## src/rtl/muldiv_seq.sv

```systemverilog
// Iterative multiply/divide sequencer that owns the HI/LO registers.
// Runs one operand bit per cycle and services mthi/mtlo when idle.
module muldiv_seq #(
  parameter int WIDTH = 32
) (
  input  logic             clk,
  input  logic             reset,
  input  logic             start,
  input  logic [1:0]       op,
  input  logic [WIDTH-1:0] a,
  input  logic [WIDTH-1:0] b,
  input  logic             hi_we,
  input  logic             lo_we,
  input  logic [WIDTH-1:0] wdata,
  output logic             busy,
  output logic             done,
  output logic             dz,
  output logic [WIDTH-1:0] hi,
  output logic [WIDTH-1:0] lo
);

  localparam int CW = $clog2(WIDTH + 1);

  typedef enum logic [2:0] {
    S_IDLE,
    S_PREP,
    S_CALC,
    S_FIX,
    S_DONE
  } state_t;

  state_t             state, state_nxt;
  logic [CW-1:0]      cnt;
  logic [1:0]         op_q;
  logic [WIDTH-1:0]   a_q, b_q;
  logic               sa, sb;
  logic [WIDTH-1:0]   d;
  logic [WIDTH-1:0]   p_hi, p_lo;
  logic [WIDTH-1:0]   hi_r, lo_r;
  logic               dz_r;

  logic               is_div, is_signed, accept;
  logic [WIDTH-1:0]   mag_a, mag_b;
  logic [WIDTH:0]     mul_sum, div_shift, div_diff;
  logic [WIDTH-1:0]   step_hi, step_lo;
  logic [2*WIDTH-1:0] prod, prod_fix;
  logic               dz_now;
  logic [WIDTH-1:0]   fix_hi, fix_lo;

  assign is_div    = op_q[1];
  assign is_signed = ~op_q[0];
  assign accept    = start && (state == S_IDLE || state == S_DONE);

  assign busy = (state == S_PREP) || (state == S_CALC) || (state == S_FIX);
  assign done = (state == S_DONE);
  assign dz   = dz_r;
  assign hi   = hi_r;
  assign lo   = lo_r;

  // NOTE: sequential state uses non-blocking assignments so every register
  // samples pre-edge values; blocking here would create order-dependent races.
  always_ff @(posedge clk) begin
    if (!reset) state <= S_IDLE;
    else        state <= state_nxt;
  end

  // NOTE: every signal driven in always_comb gets a default first, so no
  // path through the case leaves it unassigned and infers a latch.
  always_comb begin
    state_nxt = state;
    case (state)
      S_IDLE:  if (start) state_nxt = S_PREP;
      S_PREP:  state_nxt = S_CALC;
      S_CALC:  if (cnt == CW'(WIDTH)) state_nxt = S_FIX;
      S_FIX:   state_nxt = S_DONE;
      S_DONE:  state_nxt = start ? S_PREP : S_IDLE;
      default: state_nxt = S_IDLE;
    endcase
  end

  // Magnitudes of the captured operands; unsigned ops pass straight through.
  always_comb begin
    mag_a = (is_signed && a_q[WIDTH-1]) ? -a_q : a_q;
    mag_b = (is_signed && b_q[WIDTH-1]) ? -b_q : b_q;
  end

  // One iteration: shift-add multiply or restoring divide on {p_hi,p_lo}.
  always_comb begin
    mul_sum   = p_lo[0] ? ({1'b0, p_hi} + {1'b0, d}) : {1'b0, p_hi};
    div_shift = {p_hi, p_lo[WIDTH-1]};
    div_diff  = div_shift - {1'b0, d};
    step_hi   = mul_sum[WIDTH:1];
    step_lo   = {mul_sum[0], p_lo[WIDTH-1:1]};
    if (is_div) begin
      if (!div_diff[WIDTH]) begin
        step_hi = div_diff[WIDTH-1:0];
        step_lo = {p_lo[WIDTH-2:0], 1'b1};
      end else begin
        step_hi = div_shift[WIDTH-1:0];
        step_lo = {p_lo[WIDTH-2:0], 1'b0};
      end
    end
  end

  // Sign correction; a zero divisor overrides whatever the loop produced.
  always_comb begin
    prod     = {p_hi, p_lo};
    prod_fix = (sa ^ sb) ? -prod : prod;
    dz_now   = is_div && (b_q == '0);
    fix_hi   = prod_fix[2*WIDTH-1:WIDTH];
    fix_lo   = prod_fix[WIDTH-1:0];
    if (is_div) begin
      if (dz_now) begin
        fix_hi = a_q;
        fix_lo = '1;
      end else begin
        fix_hi = sa ? -p_hi : p_hi;
        fix_lo = (sa ^ sb) ? -p_lo : p_lo;
      end
    end
  end

  always_ff @(posedge clk) begin
    if (!reset) begin
      cnt  <= '0;
      op_q <= '0;
      a_q  <= '0;
      b_q  <= '0;
      sa   <= 1'b0;
      sb   <= 1'b0;
      d    <= '0;
      p_hi <= '0;
      p_lo <= '0;
      hi_r <= '0;
      lo_r <= '0;
      dz_r <= 1'b0;
    end else begin
      if (accept) begin
        op_q <= op;
        a_q  <= a;
        b_q  <= b;
      end
      case (state)
        S_PREP: begin
          sa   <= is_signed & a_q[WIDTH-1];
          sb   <= is_signed & b_q[WIDTH-1];
          d    <= is_div ? mag_b : mag_a;
          p_lo <= is_div ? mag_a : mag_b;
          p_hi <= '0;
          cnt  <= '0;
        end
        // The extra cycle at cnt==WIDTH lets the finished result settle before FIX.
        S_CALC: begin
          cnt <= cnt + 1'b1;
          if (cnt != CW'(WIDTH)) begin
            p_hi <= step_hi;
            p_lo <= step_lo;
          end
        end
        S_FIX: begin
          hi_r <= fix_hi;
          lo_r <= fix_lo;
          dz_r <= dz_now;
        end
        default: ;
      endcase
      // mthi/mtlo only when idle and not simultaneously launching.
      if (!busy && !start) begin
        if (hi_we) hi_r <= wdata;
        if (lo_we) lo_r <= wdata;
      end
    end
  end

endmodule

```

## config.mk

```make
export PLATFORM = sky130hd
export DESIGN_NAME = muldiv_seq
export DESIGN_NICKNAME = d
export VERILOG_FILES = /design/src/rtl/muldiv_seq.sv
export SDC_FILE = /design/constraint.sdc
export NUM_CORES = 1
export LEC_CHECK = 0
export ABC_AREA = 1
export CORE_MARGIN = 1.5
export CORE_UTILIZATION = 55
export DETAILED_ROUTE_END_ITERATION = 8
export HOLD_SLACK_MARGIN = 0.12
export MAX_ROUTING_LAYER = met4
export PLACE_DENSITY = 0.76
export SLEW_MARGIN = 20
export SYNTH_ARGS = -nofsm -noshare
export SYNTH_HDL_FRONTEND = slang
export SYNTH_SLANG_ARGS = --single-unit
```

## constraint.sdc

```tcl
create_clock -name clk -period 3.4 [get_ports clk]
set_clock_uncertainty 0.1 [all_clocks]
set_input_delay 0.51 -clock clk [delete_from_list [all_inputs] [get_ports clk]]
set_output_delay 0.51 -clock clk [all_outputs]
set_load 0.02 [all_outputs]
```

# Word-level counts from Yosys, hierarchy flattened
# Cells that the tools add are included.
# Widths: inputs -> output; s select.
[word_totals] regBits=238 out_inout_bits=67 wordCells=80
[op_classes] add_sub_neg=8 n_eq_ne=9 mux=31 n_bitwise=4 reduce_logical=15
[ops] cell="$mux 32" n=21
[ops] cell="$neg 32->32" n=4
[ops] cell="$pmux 32 s2" n=2
[ops] cell="$mux 64" n=1
[ops] cell="$neg 64->64" n=1
[ops] cell="$add 32x32->33" n=1
[ops] cell="$mux 33" n=1
[ops] cell="$sub 33x32->33" n=1
[ops] cell="$logic_not 32->1" n=1
[ops] cell="$pmux 3 s5" n=1
[ops] cell="$pmux 6 s2" n=1
[ops] cell="$add 6x1->6 const B" n=1
[ops] cell="$eq 3x2->1 const B" n=2
[ops] cell="$eq 6x6->1 const B" n=1
[ops] cell="$mux 3" n=2
[ops] cell="$ne 6x6->1 const B" n=1
[ops] cell="$logic_and 1x1->1" n=5
[ops] cell="$ne 2x1->1 const B" n=2
[ops] cell="$reduce_and 2->1" n=2
[ops] cell="$eq 3x1->1 const B" n=1
[ops] cell="$eq 3x3->1 const B" n=1
[ops] cell="$logic_not 3->1" n=1
[ops] cell="$logic_or 1x1->1" n=3
[ops] cell="$and 1x1->1" n=2
[ops] cell="6 further kinds" n=8

# Depth between registers and ports, before layout
[logic_depth] depth_word=7 mapped_depth=19

# Least setup slack after synthesis
# No wires, ideal clock.
[synth_timing] kind="reg-to-reg" startpoint="reg p_lo[31]" endpoint="reg p_hi[25]" setup_ns=0.132 t_arrival_ns=2.202 required_time_ns=3.168 path_slack_ns=0.965 stages_incl_launch_ff=19 path_buffers=1 path_cell_list="dfxtp_1 inv_1 ha_1 fa_1 inv_1 nand2_1 nand2_1 nand3_1 nand2_1 nand2_2 nand2_4 nand2_4 nand3_1 nand2_4 buf_6 nand3_1 nand3_1 nand2_1 a21oi_1"
[synth_via] elab_chain_len=5
[synth_rtl] element="start, declared" line="38" rtl="logic [WIDTH-1:0] p_hi, p_lo;"
[synth_rtl] element="start signal, assigned" line="148" rtl="p_lo <= is_div ? mag_a : mag_b;"
[synth_rtl] element="start signal, assigned" line="157" rtl="p_lo <= step_lo;"
[synth_rtl] element="$sub 33x32->33" line="91" rtl="div_diff = div_shift - {1'b0, d};"
[synth_rtl] element="$mux 32" line="95" rtl="if (!div_diff[WIDTH]) begin"
[synth_rtl] element="$mux 32" line="94" rtl="if (is_div) begin"
[synth_rtl] element="$mux 32" line="155" rtl="if (cnt != CW'(WIDTH)) begin"
[synth_rtl] element="$pmux 32 s2" line="143" rtl="case (state)"
[synth_rtl] element="end signal, assigned" line="156" rtl="p_hi <= step_hi;"
[synth_rtl] element="end, declared" line="38"
# Every way passes these cells. The select of a mux whose other input is x is not followed.
# A chain may end at the register's enable or synchronous reset.

# Final worst setup path
[layout_timing] startpoint="reg p_lo[31]" endpoint="reg p_hi[0]"
[layout_via] elab_chain_len=5
[layout_rtl] element="$sub 33x32->33" line="91"
[layout_rtl] element="$mux 32 *" line="95"
[layout_rtl] element="$mux 32 *" line="94"
[layout_rtl] element="$mux 32 *" line="155"
[layout_rtl] element="$pmux 32 s2 *" line="143"
# Mark *: on every way between the ends. The rest lies on a longest branch, timed or not. The select of a mux whose other input is x is not followed.

==> reports/qor.txt <==
Maximum ir drop on the vdd rail: 0.583 mV
Weighted congestion reported at the end of routability-driven placement: 1.15
Leakage power of the design: 11.3 nW
Commonest cells after routing, fill and taps aside: sky130_fd_sc_hd__nand2_1, sky130_fd_sc_hd__inv_1, sky130_fd_sc_hd__nand3_1
Number of buffers added for setup after CTS: 0
Number of detailed-route iterations in the first pass: 6
Number of flip-flops and latches in the synthesized netlist: 238
Startpoint type of the worst setup path: flop
Clock latency on the worst-skew pair: 0.61 ns
Filler instances: 3773
Max-cap check violation count: 0
Setup-failing EPs final: 0
Sequential element share of the synthesized area: 22.2%
Required time at the worst-slack endpoint: 3.82 ns
Maximum clock insertion buffer count: 3
Ys async rst share: 0%
Number of hold violations in the final report: 0
Setup crit end kind: flop
Clock buffers created by TritonCTS: 28
Proportion of power drawn by flip-flops and latches: 23.1%
Post-synthesis average cell area: 5.78 um2
Final HPWL from detailed placement: 73.3 mm
Pwr/cell area: 660 nW/um2
Die Ht: 200 um
# DRC: 0
Worst Path Arrival: 3.51 ns
Slowest Stage Delay on Critical Path: 0.43 ns
Outcome: completed
Clock root buffer: sky130_fd_sc_hd__clkbuf_16
Critical path type: flop to flop
Count of nets left with antenna violations after detail routing: 0
Setup repair after global routing missed its margin: no
Global route total overflow: 0
Internal power: 7.71 mW
Clock period minus final worst setup slack: 3.09 ns
Die W: 200 um
Area growth from synthesis to layout: 14.4%
TritonCTS clock tree: built
Net Sw Power: 8.48 mW
Share of the core filled with cells: 63.6%
Portion of total power attributed to the clock network: 19.3%
Total routing usage reported by global routing: 46.5%
Clock transition at the registers of the reported paths: 0.07 ns
Pin count of the biggest net entering global routing: 182
Worst min path class: input port to flop
Avg WL per Cell: 21.7 um
Switching share of power: 52.4%
Final worst path period share: 90.9%
Count of clock tree sinks: 238
1st-iter DRT viols: 3814
Global-route wire length before repair: 141 mm
Number of warnings issued by yosys: 0
Top flip-flop cell by instance count after synthesis: sky130_fd_sc_hd__dfxtp_1
CP bufs+invs: 3
Pins over their slew limit: 0
Most frequent standard cell in the layout excluding fill and tap cells: sky130_fd_sc_hd__nand2_1
Die Footprint: 40200 um2
Hold bufs inserted after CTS: 0
Cells after Synth: 3710
Maximum level of the CTS H-tree: 1
Post-Synthesis Net Count: 3885
Slew Limit Headroom: 39.1%
Effective utilization at floorplan: 55.6%
Upper clock frequency limit: 324 MHz
Setup total negative slack: 0 ns
Number of enable-type register cells in the synthesized netlist: 0
Post-layout nets: 3967
Pin slew with the least headroom to its limit: 0.913 ns
Via count: 26526
Post-synthesis instance area: 21400 um2
Antenna violations before repair: 1
Distinct cell type count of the synthesized netlist: 57
Part of the total power dissipated in combinational logic: 57.6%
Cell with the biggest individual delay on the critical path: sky130_fd_sc_hd__dfxtp_1
Floorplan row count: 72
Final routed wirelength across all metal layers: 94.1 mm
Core area: 38600 um2
Vias in the first global route: 23797
Count of pins on the block boundary: 170
Mean number of vias per cell: 6.12
Dominant delay contributor by cell family on the critical path: simple AND/OR/NAND/NOR gates
Port bufs: 169
CP Cell Sequence: inv_1 -> ha_1 -> fa_1 -> inv_1 -> nand2_1 -> nand2_1 -> nand3_1 -> nand2_1 -> nand2_2 -> nand2_4 -> nand2_4 -> nand2_4 -> nand2_2 -> nand2_4 -> buf_12 -> nand2_1 -> nand3_1 -> nand3_1 -> a21oi_1
Worst-path maximum fanout: 18
Fraction of final layout cells sized beyond drive strength 1: 5.82%
Post-CTS Resized: 0
[per-layer routing]
layer	GRT usage (%)	share of wire, %	wire [um]
met1	59.9	39	36500
met2	66.5	41	38700
met3	11.3	13	12200
met4	25.9	7.0	6590
met5	-	0	0
[kinds of logic after synthesis]
family	count (synthesis)	share of synthesized area, %
adders and majority gates	72	4.27
xor gates and xnor gates	110	4.50
AOI/OAI and AO/OA	736	19.0
buffers and inverters	637	11.7
and+or+nand+nor	1917	38.3
DFF	238	22.2
[sequential cells by signal, indices dropped and copies added, names as in the netlist]
| name | cells |
|---|---|
| op_q | 2 |
| dz | 1 |
| b_q | 32 |
| p_lo | 32 |
| lo | 32 |
| p_hi | 32 |
| state | 3 |
| a_q | 32 |
| d | 32 |
| sb | 1 |
| cnt | 6 |
| hi | 32 |
| sa | 1 |
[final timing paths]
check,depth (start not counted),from,slack [ns],to
min reg2reg,1,cnt[5]$_SDFFE_PN0P_,0.38,cnt[5]$_SDFFE_PN0P_
min,3,reset,0.34,p_lo[6]$_SDFFE_PN0P_
max,19,p_lo[31]$_SDFFE_PN0P_,0.31,p_hi[0]$_SDFFE_PN0P_
max reg2reg,19,p_lo[31]$_SDFFE_PN0P_,0.31,p_hi[0]$_SDFFE_PN0P_
[cell type report]
class	count	area, um2	share of cell area (%)
Antenna cell	2	5.00	0.0204
Clock buffer	37	785	3.20
Clock inverter	15	153	0.623
Inverter	451	1700	6.92
Multi-Input combinational cell	2835	14200	57.8
Sequential cell	238	4770	19.4
Tap cell	518	648	2.64
Timing Repair Buffer	238	2280	9.31
[worst reg2reg max path, delay by kind of cell, from the launching register on]
kind | cells | cell delay, ns
DFF | 1 | 0.43
and+or+nand+nor | 13 | 1.18
buffers and inverters | 3 | 0.47
AOI/OAI and AO/OA | 1 | 0.19
adders and majority gates | 2 | 0.66
[cell usage after synthesis, types with 4 or more instances]
| library cell | n | share of area (%) |
|---|---|---|
| sky130_fd_sc_hd__nor2_4 | 6 | 0.32 |
| sky130_fd_sc_hd__nand4_1 | 39 | 1.1 |
| sky130_fd_sc_hd__nor3_2 | 4 | 0.19 |
| sky130_fd_sc_hd__a21oi_1 | 297 | 6.9 |
| sky130_fd_sc_hd__nand3_1 | 363 | 8.5 |
| sky130_fd_sc_hd__clkinv_1 | 4 | 0.070 |
| sky130_fd_sc_hd__o21ai_0 | 258 | 6.0 |
| sky130_fd_sc_hd__ha_1 | 70 | 4.1 |
| sky130_fd_sc_hd__nand2_1 | 1079 | 19 |
| sky130_fd_sc_hd__nand3_2 | 4 | 0.19 |
| sky130_fd_sc_hd__o21bai_1 | 13 | 0.46 |
| sky130_fd_sc_hd__or2_2 | 11 | 0.32 |
| sky130_fd_sc_hd__nand2_4 | 6 | 0.32 |
| sky130_fd_sc_hd__inv_1 | 424 | 7.4 |
| sky130_fd_sc_hd__nor2_1 | 304 | 5.3 |
| sky130_fd_sc_hd__nor2_2 | 21 | 0.61 |
| sky130_fd_sc_hd__buf_6 | 9 | 0.47 |
| sky130_fd_sc_hd__a41oi_1 | 10 | 0.41 |
| sky130_fd_sc_hd__and2_1 | 7 | 0.20 |
| sky130_fd_sc_hd__clkbuf_1 | 127 | 2.2 |
| sky130_fd_sc_hd__nand3b_1 | 20 | 0.70 |
| sky130_fd_sc_hd__xor2_1 | 82 | 3.4 |
| sky130_fd_sc_hd__nor3_1 | 30 | 0.70 |
| sky130_fd_sc_hd__dfxtp_1 | 238 | 22 |
| sky130_fd_sc_hd__a31oi_1 | 46 | 1.3 |
| sky130_fd_sc_hd__inv_2 | 22 | 0.39 |
| sky130_fd_sc_hd__buf_1 | 16 | 0.28 |
| sky130_fd_sc_hd__o211ai_1 | 70 | 2.5 |
| sky130_fd_sc_hd__nand2_2 | 12 | 0.35 |
| sky130_fd_sc_hd__o21ai_1 | 21 | 0.49 |
| sky130_fd_sc_hd__xnor2_1 | 28 | 1.1 |
| sky130_fd_sc_hd__buf_2 | 33 | 0.77 |
[power by group through the flow]
stage / clock (mW) / combinational (mW) / sequential [mW]
global route: 3.20 / 10.0 / 3.77
global placement: 0 / 8.80 / 3.74
floorplan: 0 / 6.03 / 3.67
finish: 3.12 / 9.33 / 3.75
CTS: 3.10 / 8.95 / 3.70
detailed placement: 0 / 8.89 / 3.76
[metrics by stage]
step           hold slack, ns  cell area, um2  setup WS [ns]  std cells  power, mW
4_1_cts                 0.341           24500          0.401       4332       15.7
2_1_floorplan           0.337           21400          0.965       3710       9.70
5_1_grt                 0.381           24500          0.109       4333       17.0
3_5_place_dp            0.356           23600          0.428       4280       12.6
6_report                0.344           24500          0.310       4334       16.2
3_3_place_gp            0.352           23600          0.571       4280       12.5
Note: power is estimated with default switching activity, not from simulation.
